`src/rtl/instruction_fetcher_pkg.sv`:
```
// Shared definitions for the instruction fetch front end: opcode constants,
// fetch FSM encoding, queue entry layout and RISC-V J/B immediate extractors
// (the decoder uses the same extractors).
package instruction_fetcher_pkg;

    localparam logic [6:0] OPC_JAL    = 7'b1101111;
    localparam logic [6:0] OPC_BRANCH = 7'b1100011;

    // IDLE : nothing outstanding, waiting for queue room
    // REQ  : request outstanding, address held for the whole miss
    // GAP  : one dead cycle after a response; a duplicate strobe is dropped here
    // DRAIN: request was outstanding when a redirect arrived; its response is dropped
    typedef enum logic [1:0] {
        ST_IDLE  = 2'd0,
        ST_REQ   = 2'd1,
        ST_GAP   = 2'd2,
        ST_DRAIN = 2'd3
    } fetch_state_t;

    // One buffered instruction as handed to the decoder.
    typedef struct packed {
        logic [31:0] ins;
        logic [31:0] pc;
        logic        pred;
    } fq_entry_t;

    // Sign-extended JAL offset.
    function automatic logic [31:0] j_imm(input logic [31:0] ins);
        return {{12{ins[31]}}, ins[19:12], ins[20], ins[30:21], 1'b0};
    endfunction

    // Sign-extended conditional branch offset.
    function automatic logic [31:0] b_imm(input logic [31:0] ins);
        return {{20{ins[31]}}, ins[7], ins[30:25], ins[11:8], 1'b0};
    endfunction

endpackage

```
`src/rtl/instruction_fetcher_if.sv`:
```
// Bus bundle between the fetcher, the instruction cache, the decoder and the
// backend redirect path. The fetcher uses the master modport; the
// environment (cache, decoder, backend) uses the slave modport.
//
// Handshake semantics:
//   cache  : ic_ins_asked is a level request with ic_ins_addr held stable
//            until the one-cycle ic_ins_rdy strobe; ic_ins is valid only
//            while ic_ins_rdy is high.
//   decoder: strict valid/ready. dec_ins_valid does not depend on
//            dec_ins_ready; an entry transfers on every edge where both are
//            high (and the global enable is high).
//   backend: br_flush is a one-cycle redirect with br_target valid alongside.
interface instruction_fetcher_if;

    logic        ic_ins_asked;
    logic [31:0] ic_ins_addr;
    logic        ic_ins_rdy;
    logic [31:0] ic_ins;

    logic        dec_ins_valid;
    logic [31:0] dec_ins;
    logic [31:0] dec_ins_pc;
    logic        dec_pred_taken;
    logic        dec_ins_ready;

    logic        br_flush;
    logic [31:0] br_target;

    modport master (
        output ic_ins_asked,
        output ic_ins_addr,
        input  ic_ins_rdy,
        input  ic_ins,
        output dec_ins_valid,
        output dec_ins,
        output dec_ins_pc,
        output dec_pred_taken,
        input  dec_ins_ready,
        input  br_flush,
        input  br_target
    );

    modport slave (
        input  ic_ins_asked,
        input  ic_ins_addr,
        output ic_ins_rdy,
        output ic_ins,
        input  dec_ins_valid,
        input  dec_ins,
        input  dec_ins_pc,
        input  dec_pred_taken,
        output dec_ins_ready,
        output br_flush,
        output br_target
    );

endinterface

```
`src/rtl/instruction_fetcher_fetch_queue.sv`:
```
// Small FIFO of fetched instructions. Head/tail pointers wrap naturally
// because DEPTH is a power of two; count is one bit wider than the pointers
// so that full and empty are distinct. Flush empties the queue and wins over
// push and pop in the same cycle. Everything holds while en is low.
module fetch_queue
    import instruction_fetcher_pkg::*;
#(
    parameter  int DEPTH = 4,
    localparam int PW    = $clog2(DEPTH),
    localparam int CW    = PW + 1
) (
    input  logic          clk,
    input  logic          rst_n,
    input  logic          en,
    input  logic          flush,
    input  logic          push,
    input  fq_entry_t     push_data,
    input  logic          pop,
    output fq_entry_t     head,
    output logic          head_valid,
    output logic [CW-1:0] count
);

    fq_entry_t     mem [DEPTH];
    logic [PW-1:0] head_ptr;
    logic [PW-1:0] tail_ptr;
    logic          do_push;
    logic          do_pop;

    // Effective push/pop after enable, flush priority and empty protection.
    always_comb begin
        do_push = en && !flush && push;
        do_pop  = en && !flush && pop && (count != '0);
    end

    // Entry storage; cleared at reset so the head outputs start at zero.
    always_ff @(posedge clk or negedge rst_n) begin
        if (!rst_n) begin
            for (int i = 0; i < DEPTH; i++) begin
                mem[i] <= '0;
            end
        end else if (do_push) begin
            mem[tail_ptr] <= push_data;
        end
    end

    // Pointer and occupancy bookkeeping.
    always_ff @(posedge clk or negedge rst_n) begin
        if (!rst_n) begin
            head_ptr <= '0;
            tail_ptr <= '0;
            count    <= '0;
        end else if (en) begin
            if (flush) begin
                head_ptr <= '0;
                tail_ptr <= '0;
                count    <= '0;
            end else begin
                if (do_push) begin
                    tail_ptr <= tail_ptr + PW'(1);
                end
                if (do_pop) begin
                    head_ptr <= head_ptr + PW'(1);
                end
                case ({do_push, do_pop})
                    2'b10:   count <= count + CW'(1);
                    2'b01:   count <= count - CW'(1);
                    default: count <= count;
                endcase
            end
        end
    end

    // Head is read straight out of the storage registers.
    always_comb begin
        head       = mem[head_ptr];
        head_valid = (count != '0);
    end

endmodule

```
`src/rtl/instruction_fetcher.sv`:
```
// Instruction fetcher: owns the PC, keeps at most one request outstanding to
// the instruction cache, statically predicts JAL and backward branches as
// taken, and buffers fetched words for the decoder. Backend redirects empty
// the queue and steer the PC; a response still in flight at redirect time is
// waited out and dropped.
module instruction_fetcher
    import instruction_fetcher_pkg::*;
#(
    parameter  int          FQ_DEPTH = 4,
    parameter  logic [31:0] RESET_PC = 32'h0,
    localparam int          CW       = $clog2(FQ_DEPTH) + 1
) (
    input  logic                    clk,
    input  logic                    rst_n,
    input  logic                    rdy,
    instruction_fetcher_if.master   bus,
    output fetch_state_t            dbg_state,
    output logic [CW-1:0]           dbg_count
);

    fetch_state_t  state;
    logic [31:0]   pc;
    logic [31:0]   next_pc;
    logic          pred_taken;
    logic          q_push;
    logic          q_pop;
    logic          q_room_now;
    logic          q_room_after_pop;
    fq_entry_t     q_push_data;
    fq_entry_t     q_head;
    logic          q_head_valid;
    logic [CW-1:0] q_count;

    // Static prediction on the word arriving from the cache.
    always_comb begin
        pred_taken = 1'b0;
        next_pc    = pc + 32'd4;
        if (bus.ic_ins[6:0] == OPC_JAL) begin
            pred_taken = 1'b1;
            next_pc    = pc + j_imm(bus.ic_ins);
        end else if ((bus.ic_ins[6:0] == OPC_BRANCH) && bus.ic_ins[31]) begin
            pred_taken = 1'b1;
            next_pc    = pc + b_imm(bus.ic_ins);
        end
    end

    // Queue control: capture only a live response in REQ; a redirect in the
    // same cycle drops it (the queue also ignores push while flushing).
    always_comb begin
        q_push           = (state == ST_REQ) && bus.ic_ins_rdy && !bus.br_flush;
        q_push_data      = '{ins: bus.ic_ins, pc: pc, pred: pred_taken};
        q_pop            = q_head_valid && bus.dec_ins_ready;
        q_room_now       = (q_count < CW'(FQ_DEPTH));
        // GAP never pushes, so room after this cycle is room now or a pop.
        q_room_after_pop = q_room_now || q_pop;
    end

    fetch_queue #(
        .DEPTH (FQ_DEPTH)
    ) u_fetch_queue (
        .clk        (clk),
        .rst_n      (rst_n),
        .en         (rdy),
        .flush      (bus.br_flush),
        .push       (q_push),
        .push_data  (q_push_data),
        .pop        (q_pop),
        .head       (q_head),
        .head_valid (q_head_valid),
        .count      (q_count)
    );

    // Fetch FSM with registered cache request outputs and PC.
    always_ff @(posedge clk or negedge rst_n) begin
        if (!rst_n) begin
            state            <= ST_IDLE;
            pc               <= RESET_PC;
            bus.ic_ins_asked <= 1'b0;
            bus.ic_ins_addr  <= RESET_PC;
        end else if (rdy) begin
            if (bus.br_flush) begin
                pc               <= bus.br_target;
                bus.ic_ins_asked <= 1'b0;
                case (state)
                    // Still waiting on the cache: its answer must be dropped.
                    ST_REQ:   state <= bus.ic_ins_rdy ? ST_GAP : ST_DRAIN;
                    // A stale answer arriving with a second redirect is
                    // consumed here too, otherwise DRAIN would never exit.
                    ST_DRAIN: state <= bus.ic_ins_rdy ? ST_GAP : ST_DRAIN;
                    default:  state <= ST_GAP;
                endcase
            end else begin
                case (state)
                    ST_IDLE: begin
                        if (q_room_now) begin
                            state            <= ST_REQ;
                            bus.ic_ins_asked <= 1'b1;
                            bus.ic_ins_addr  <= pc;
                        end
                    end
                    ST_REQ: begin
                        if (bus.ic_ins_rdy) begin
                            pc               <= next_pc;
                            bus.ic_ins_asked <= 1'b0;
                            state            <= ST_GAP;
                        end
                    end
                    ST_GAP: begin
                        // Any strobe seen now is the cache's duplicate hit.
                        if (q_room_after_pop) begin
                            state            <= ST_REQ;
                            bus.ic_ins_asked <= 1'b1;
                            bus.ic_ins_addr  <= pc;
                        end else begin
                            state <= ST_IDLE;
                        end
                    end
                    ST_DRAIN: begin
                        if (bus.ic_ins_rdy) begin
                            state <= ST_GAP;
                        end
                    end
                    default: state <= ST_IDLE;
                endcase
            end
        end
    end

    // Decoder-facing outputs come from the queue head registers.
    always_comb begin
        bus.dec_ins_valid  = q_head_valid;
        bus.dec_ins        = q_head.ins;
        bus.dec_ins_pc     = q_head.pc;
        bus.dec_pred_taken = q_head.pred;
        dbg_state          = state;
        dbg_count          = q_count;
    end

endmodule

```
`src/flat_wrapper.sv`:
```
// flat-port wrapper written by rule: the top's interface ports become plain ports
module instruction_fetcher_flat import instruction_fetcher_pkg::*;
#(
    parameter  int          FQ_DEPTH = 4,
    parameter  logic [31:0] RESET_PC = 32'h0,
    localparam int          CW       = $clog2(FQ_DEPTH) + 1
)
  (clk, rst_n, rdy, dbg_state, dbg_count, bus_ic_ins_asked, bus_ic_ins_addr, bus_ic_ins_rdy, bus_ic_ins, bus_dec_ins_valid, bus_dec_ins, bus_dec_ins_pc, bus_dec_pred_taken, bus_dec_ins_ready, bus_br_flush, bus_br_target);
  instruction_fetcher_if bus_i ();
  input  logic clk;
  input  logic rst_n;
  input  logic rdy;
  output fetch_state_t dbg_state;
  output logic [CW-1:0] dbg_count;
  output wire logic [$bits(bus_i.ic_ins_asked)-1:0] bus_ic_ins_asked;
  output wire logic [$bits(bus_i.ic_ins_addr)-1:0] bus_ic_ins_addr;
  input wire logic [$bits(bus_i.ic_ins_rdy)-1:0] bus_ic_ins_rdy;
  input wire logic [$bits(bus_i.ic_ins)-1:0] bus_ic_ins;
  output wire logic [$bits(bus_i.dec_ins_valid)-1:0] bus_dec_ins_valid;
  output wire logic [$bits(bus_i.dec_ins)-1:0] bus_dec_ins;
  output wire logic [$bits(bus_i.dec_ins_pc)-1:0] bus_dec_ins_pc;
  output wire logic [$bits(bus_i.dec_pred_taken)-1:0] bus_dec_pred_taken;
  input wire logic [$bits(bus_i.dec_ins_ready)-1:0] bus_dec_ins_ready;
  input wire logic [$bits(bus_i.br_flush)-1:0] bus_br_flush;
  input wire logic [$bits(bus_i.br_target)-1:0] bus_br_target;
  assign bus_ic_ins_asked = bus_i.ic_ins_asked;
  assign bus_ic_ins_addr = bus_i.ic_ins_addr;
  assign bus_i.ic_ins_rdy = bus_ic_ins_rdy;
  assign bus_i.ic_ins = bus_ic_ins;
  assign bus_dec_ins_valid = bus_i.dec_ins_valid;
  assign bus_dec_ins = bus_i.dec_ins;
  assign bus_dec_ins_pc = bus_i.dec_ins_pc;
  assign bus_dec_pred_taken = bus_i.dec_pred_taken;
  assign bus_i.dec_ins_ready = bus_dec_ins_ready;
  assign bus_i.br_flush = bus_br_flush;
  assign bus_i.br_target = bus_br_target;
  instruction_fetcher #(.FQ_DEPTH(FQ_DEPTH), .RESET_PC(RESET_PC)) u_core (.clk(clk), .rst_n(rst_n), .rdy(rdy), .bus(bus_i), .dbg_state(dbg_state), .dbg_count(dbg_count));
endmodule
```
`config.mk`:
```
export PLATFORM = sky130hd
export DESIGN_NAME = instruction_fetcher_flat
export DESIGN_NICKNAME = d
export VERILOG_FILES = /design/src/rtl/instruction_fetcher_pkg.sv /design/src/rtl/instruction_fetcher_if.sv /design/src/rtl/instruction_fetcher_fetch_queue.sv /design/src/rtl/instruction_fetcher.sv /design/src/flat_wrapper.sv
export SDC_FILE = /design/constraint.sdc
export NUM_CORES = 1
export LEC_CHECK = 0
export CAP_MARGIN = 20
export CORE_AREA = 5 5 221 223
export DETAILED_ROUTE_END_ITERATION = 10
export DIE_AREA = 0 0 226 228
export PLACE_DENSITY = 0.67
export SLEW_MARGIN = 20
export SYNTH_ARGS = -nofsm -noshare
export SYNTH_HDL_FRONTEND = slang
export SYNTH_SLANG_ARGS = --single-unit
```
`constraint.sdc`:
```
create_clock -name clk -period 3.7 [get_ports clk]
set_input_delay 0.37 -clock clk [delete_from_list [all_inputs] [get_ports clk]]
set_output_delay 0.37 -clock clk [all_outputs]
set_load 0.02 [all_outputs]
```
==> results by group <==
Yosys
  – Syn_nets: 1686
  – Dominant cell type by area after synthesis: dfrtp_1
  – Largest family of logic cells by synthesized area: multiplexers
  – Ranking of synthesized cells by area: dfrtp_1 (46%), mux2_2 (17%), mux4_2 (8.0%)
  – Ys Warns: 0
  – Seq cells post-synth: 334
  – Simple-gate share of the synthesized area: 0.0809
  – Ys async rst share: 1.00
  – Post-synthesis compound-gate area fraction: 0.118
  – Top_reg_cell synth: dfrtp_1
  – Yosys top cell area share: 0.455
  – Post-Synth XOR/XNOR Area: 0.0229
  – Mapped Area: 0.0184 mm^2
  – Post-synth cell types: 78
  – Adder-cell share of the synthesized area: 0.0360
  – Synth Instances: 1565
  – EDFF count, synth: 0
  – Seq/Total Area, Yosys: 0.455
  – Mux share of post-synthesis cell area: 0.256
  – Avg Cell Area, Syn: 11.7 um^2

Setup path
  – CP endpoint kind: flip-flop
  – Critical path type: reg -> reg
  – Arrival time worst endpoint: 3.55 ns
  – Reg-to-Reg End: u_core.pc[29]
  – R2R depth: 11
  – CP endpoint: u_core.pc[29]
  – Startpoint Class: flip-flop
  – Maximum fanout along the worst path: 9
  – Data required, critical path: 4.15 ns
  – RR Startpoint: u_core.pc[1]
  – R2r setup slk: around 0.6 ns
  – Worst Setup SP: u_core.pc[1]

Clock network
  – Reg clk slew, reported paths: 0.06 ns
  – Bufs on Longest Clock Path: 3
  – TritonCTS clock tree: yes
  – Worst-skew pair later-pin latency: 0.56 ns
  – Post_cts resized: 0
  – CTS buffer count: 37
  – CTS H-Tree Depth: 2
  – Sink Count: 334
  – Root Driver: clkbuf_16

Final layout
  – Post-route insts no fill: approximately 2300
  – # fillers: a little over 4000
  – Commonest non-fill, non-tap cell in the layout: dfrtp_1
  – Area delta synth->final: 19.7%
  – Ratio of cells with drive above 1 in the final layout: 0.278
  – Most frequent cells in the layout: dfrtp_1 (332), mux2_2 (279), clkdlybuf4s50_1 (171)
  – Final Net Count: 1828
  – Final core utilization: 0.474
  – FF+latch area: 0.00836 mm^2
  – Antenna cell count: 0
  – Multi-input logic area: 0.00945 mm^2

Placed design
  – Final Wtd Congestion: between 0.9 and 1
  – Placed cell count: 2274
  – I/O Buffers: 173
  – Setup WS pre-CTS: 0.232 ns
  – HPWL Detailed: 37300 um

Routing
  – Routed Antenna Nets: 0
  – Residual DRC: 0
  – Wire length per cell: 23.2 um
  – Routed WL: 54100 um
  – DR iter-0 viols: 1069
  – DR pass1 iterations: 5
  – DR vias/cell: 5.85
  – Via count: 13661

STA
  – Minimum clock period: between 3 and 4 ns
  – Worst slew margin: 0.483
  – Setup Total Neg Slack: 0 ns
  – Worst Clk Skew: between 0.02 and 0.025 ns
  – Slew @ Worst Pin: 0.776 ns
  – Hold Vio Cnt, Final: 0
  – Highest clock rate: 322 MHz
  – Setup ws final: approximately 0.6 ns
  – RSZ-0062 raised after global routing: false
  – Fin crit share: 0.838
  – Setup violators final: 0
  – Slew Viols, Final: 0

Floorplanning
  – Core area: around 0.046 mm^2
  – Die span in x: 226 um
  – Die area: 0.0515 mm^2
  – I/O pin count: 174
  – Die Ht: 228 um
  – Site Rows: 79
  – Initial Util: 0.396

Status
  – Status: complete, no violations

Global route
  – GRT Util Overall: 0.206
  – Largest net degree at the start of global routing: 93
  – Initial antenna violation count: 1
  – First-pass GRT wire length: roughly 84000 um
  – Gr ovfl total: 0
  – Vias in the first global route: about 14000

Job
  – Total of max-cap violations: 0

Power
  – Clock Power Share: 0.260
  – Reg power frac: 0.345
  – Cell Pwr Density: 628 mW/mm^2
  – Logic pwr share: 0.395
  – Net Sw Frac: 0.349
  – P_leak: 0.00978 uW
  – Peak VDD IR: ~0.53 mV
  – Switching power: between 4000 and 5000 uW
  – Final Power: 13800 uW
  – Int Pwr: 9000 uW

Min path
  – Hold Path Class: in -> async
## layout make-up
type                    instances  share of cell area
multi-input cells            1091               0.430
flip-flops and latches        334               0.380
repair buffers                224              0.0997
clock buffers                  49              0.0460
well taps                     607              0.0345
clock inverters                11             0.00626
inverters                      19             0.00324
## power by group through the flow
stage,registers (uW),logic (uW),clock network [uW]
2_1_floorplan,4830,3220,0
3_3_place_gp,4790,5420,0
3_5_place_dp,4830,5460,0
4_1_cts,4770,5500,3700
5_1_grt,4850,5850,3840
6_report,4770,5460,3590
## state kept, by name, indices dropped and copies added, names as in the netlist
name                           count
u_core.u_fetch_queue.mem         260
u_core.bus.ic_ins_addr            32
u_core.pc                         32
u_core.u_fetch_queue.count         3
u_core.dbg_state                   2
u_core.u_fetch_queue.head_ptr      2
u_core.u_fetch_queue.tail_ptr      2
u_core.bus.ic_ins_asked            1
## cell usage after synthesis, drive strengths merged (22+ instances only)
| cell | number |
|---|---|
| a21oi | 94 |
| nand3 | 22 |
| nor2 | 59 |
| mux2 | 280 |
| dfrtp | 334 |
| ha | 48 |
| and3 | 23 |
| buf | 59 |
| mux4 | 65 |
| nand2 | 109 |
| clkbuf | 62 |
| o21ai | 94 |
| a21o | 28 |
| xor2 | 29 |
## worst max-delay path: stages, from the launching register on
cell and delay (ns):
dfrtp_1 0.54, ha_1 0.27, inv_1 0.07, fa_1 0.39, nand2b_1 0.18, a21oi_1 0.29
o21ai_1 0.20, a211o_1 0.33, a211oi_1 0.28, or3_1 0.15, a21oi_1 0.06, o31ai_1 0.24
## what timing repair did
item	4_1_cts	5_1_grt
hold buffers	1	0
hold endpoints to repair	87	0
buffers inserted	0	0
## stage by stage
stage | hold WS (ns) | area, um^2
floorplan | 0.0744 | 18400
global placement | 0.425 | 20800
detailed placement | 0.439 | 20800
CTS | 0.414 | 22000
global route | 0.445 | 22000
finish | 0.423 | 22000
## worst min path at each step
stage / cells past startpoint / startpoint / to
after floorplan: 0 / rst_n / u_core.bus.ic_ins_addr[0]
after global placement: 1 / rst_n / u_core.u_fetch_queue.mem[188]
after detailed placement: 1 / rst_n / u_core.u_fetch_queue.mem[253]
after CTS: 2 / bus_br_target[0] / u_core.pc[0]
after global routing: 2 / bus_br_target[0] / u_core.pc[0]
final: 2 / rst_n / u_core.u_fetch_queue.mem[188]
## per-layer routing
layer / share of wire / vias up / track usage
met1: 0.44 / 7003 / 0.290
met5: 0.00037 / - / 0
met4: 0.034 / 2 / 0.0707
met2: 0.46 / 446 / 0.324
li1: - / 6110 / -
met3: 0.061 / 100 / 0.0363
## cell families (layout without fill, tap and decap cells)
kind of cell               after synthesis  in the layout
and+or+nand+nor                        302            302
buffers and inverters                  140            303
xor gates and xnor gates                48             48
muxes                                  353            353
adders and majority gates               51             51
DFF                                    334            334
AOI/OAI and AO/OA                      337            337
No activity file was read; power rests on OpenSTA's default activity.
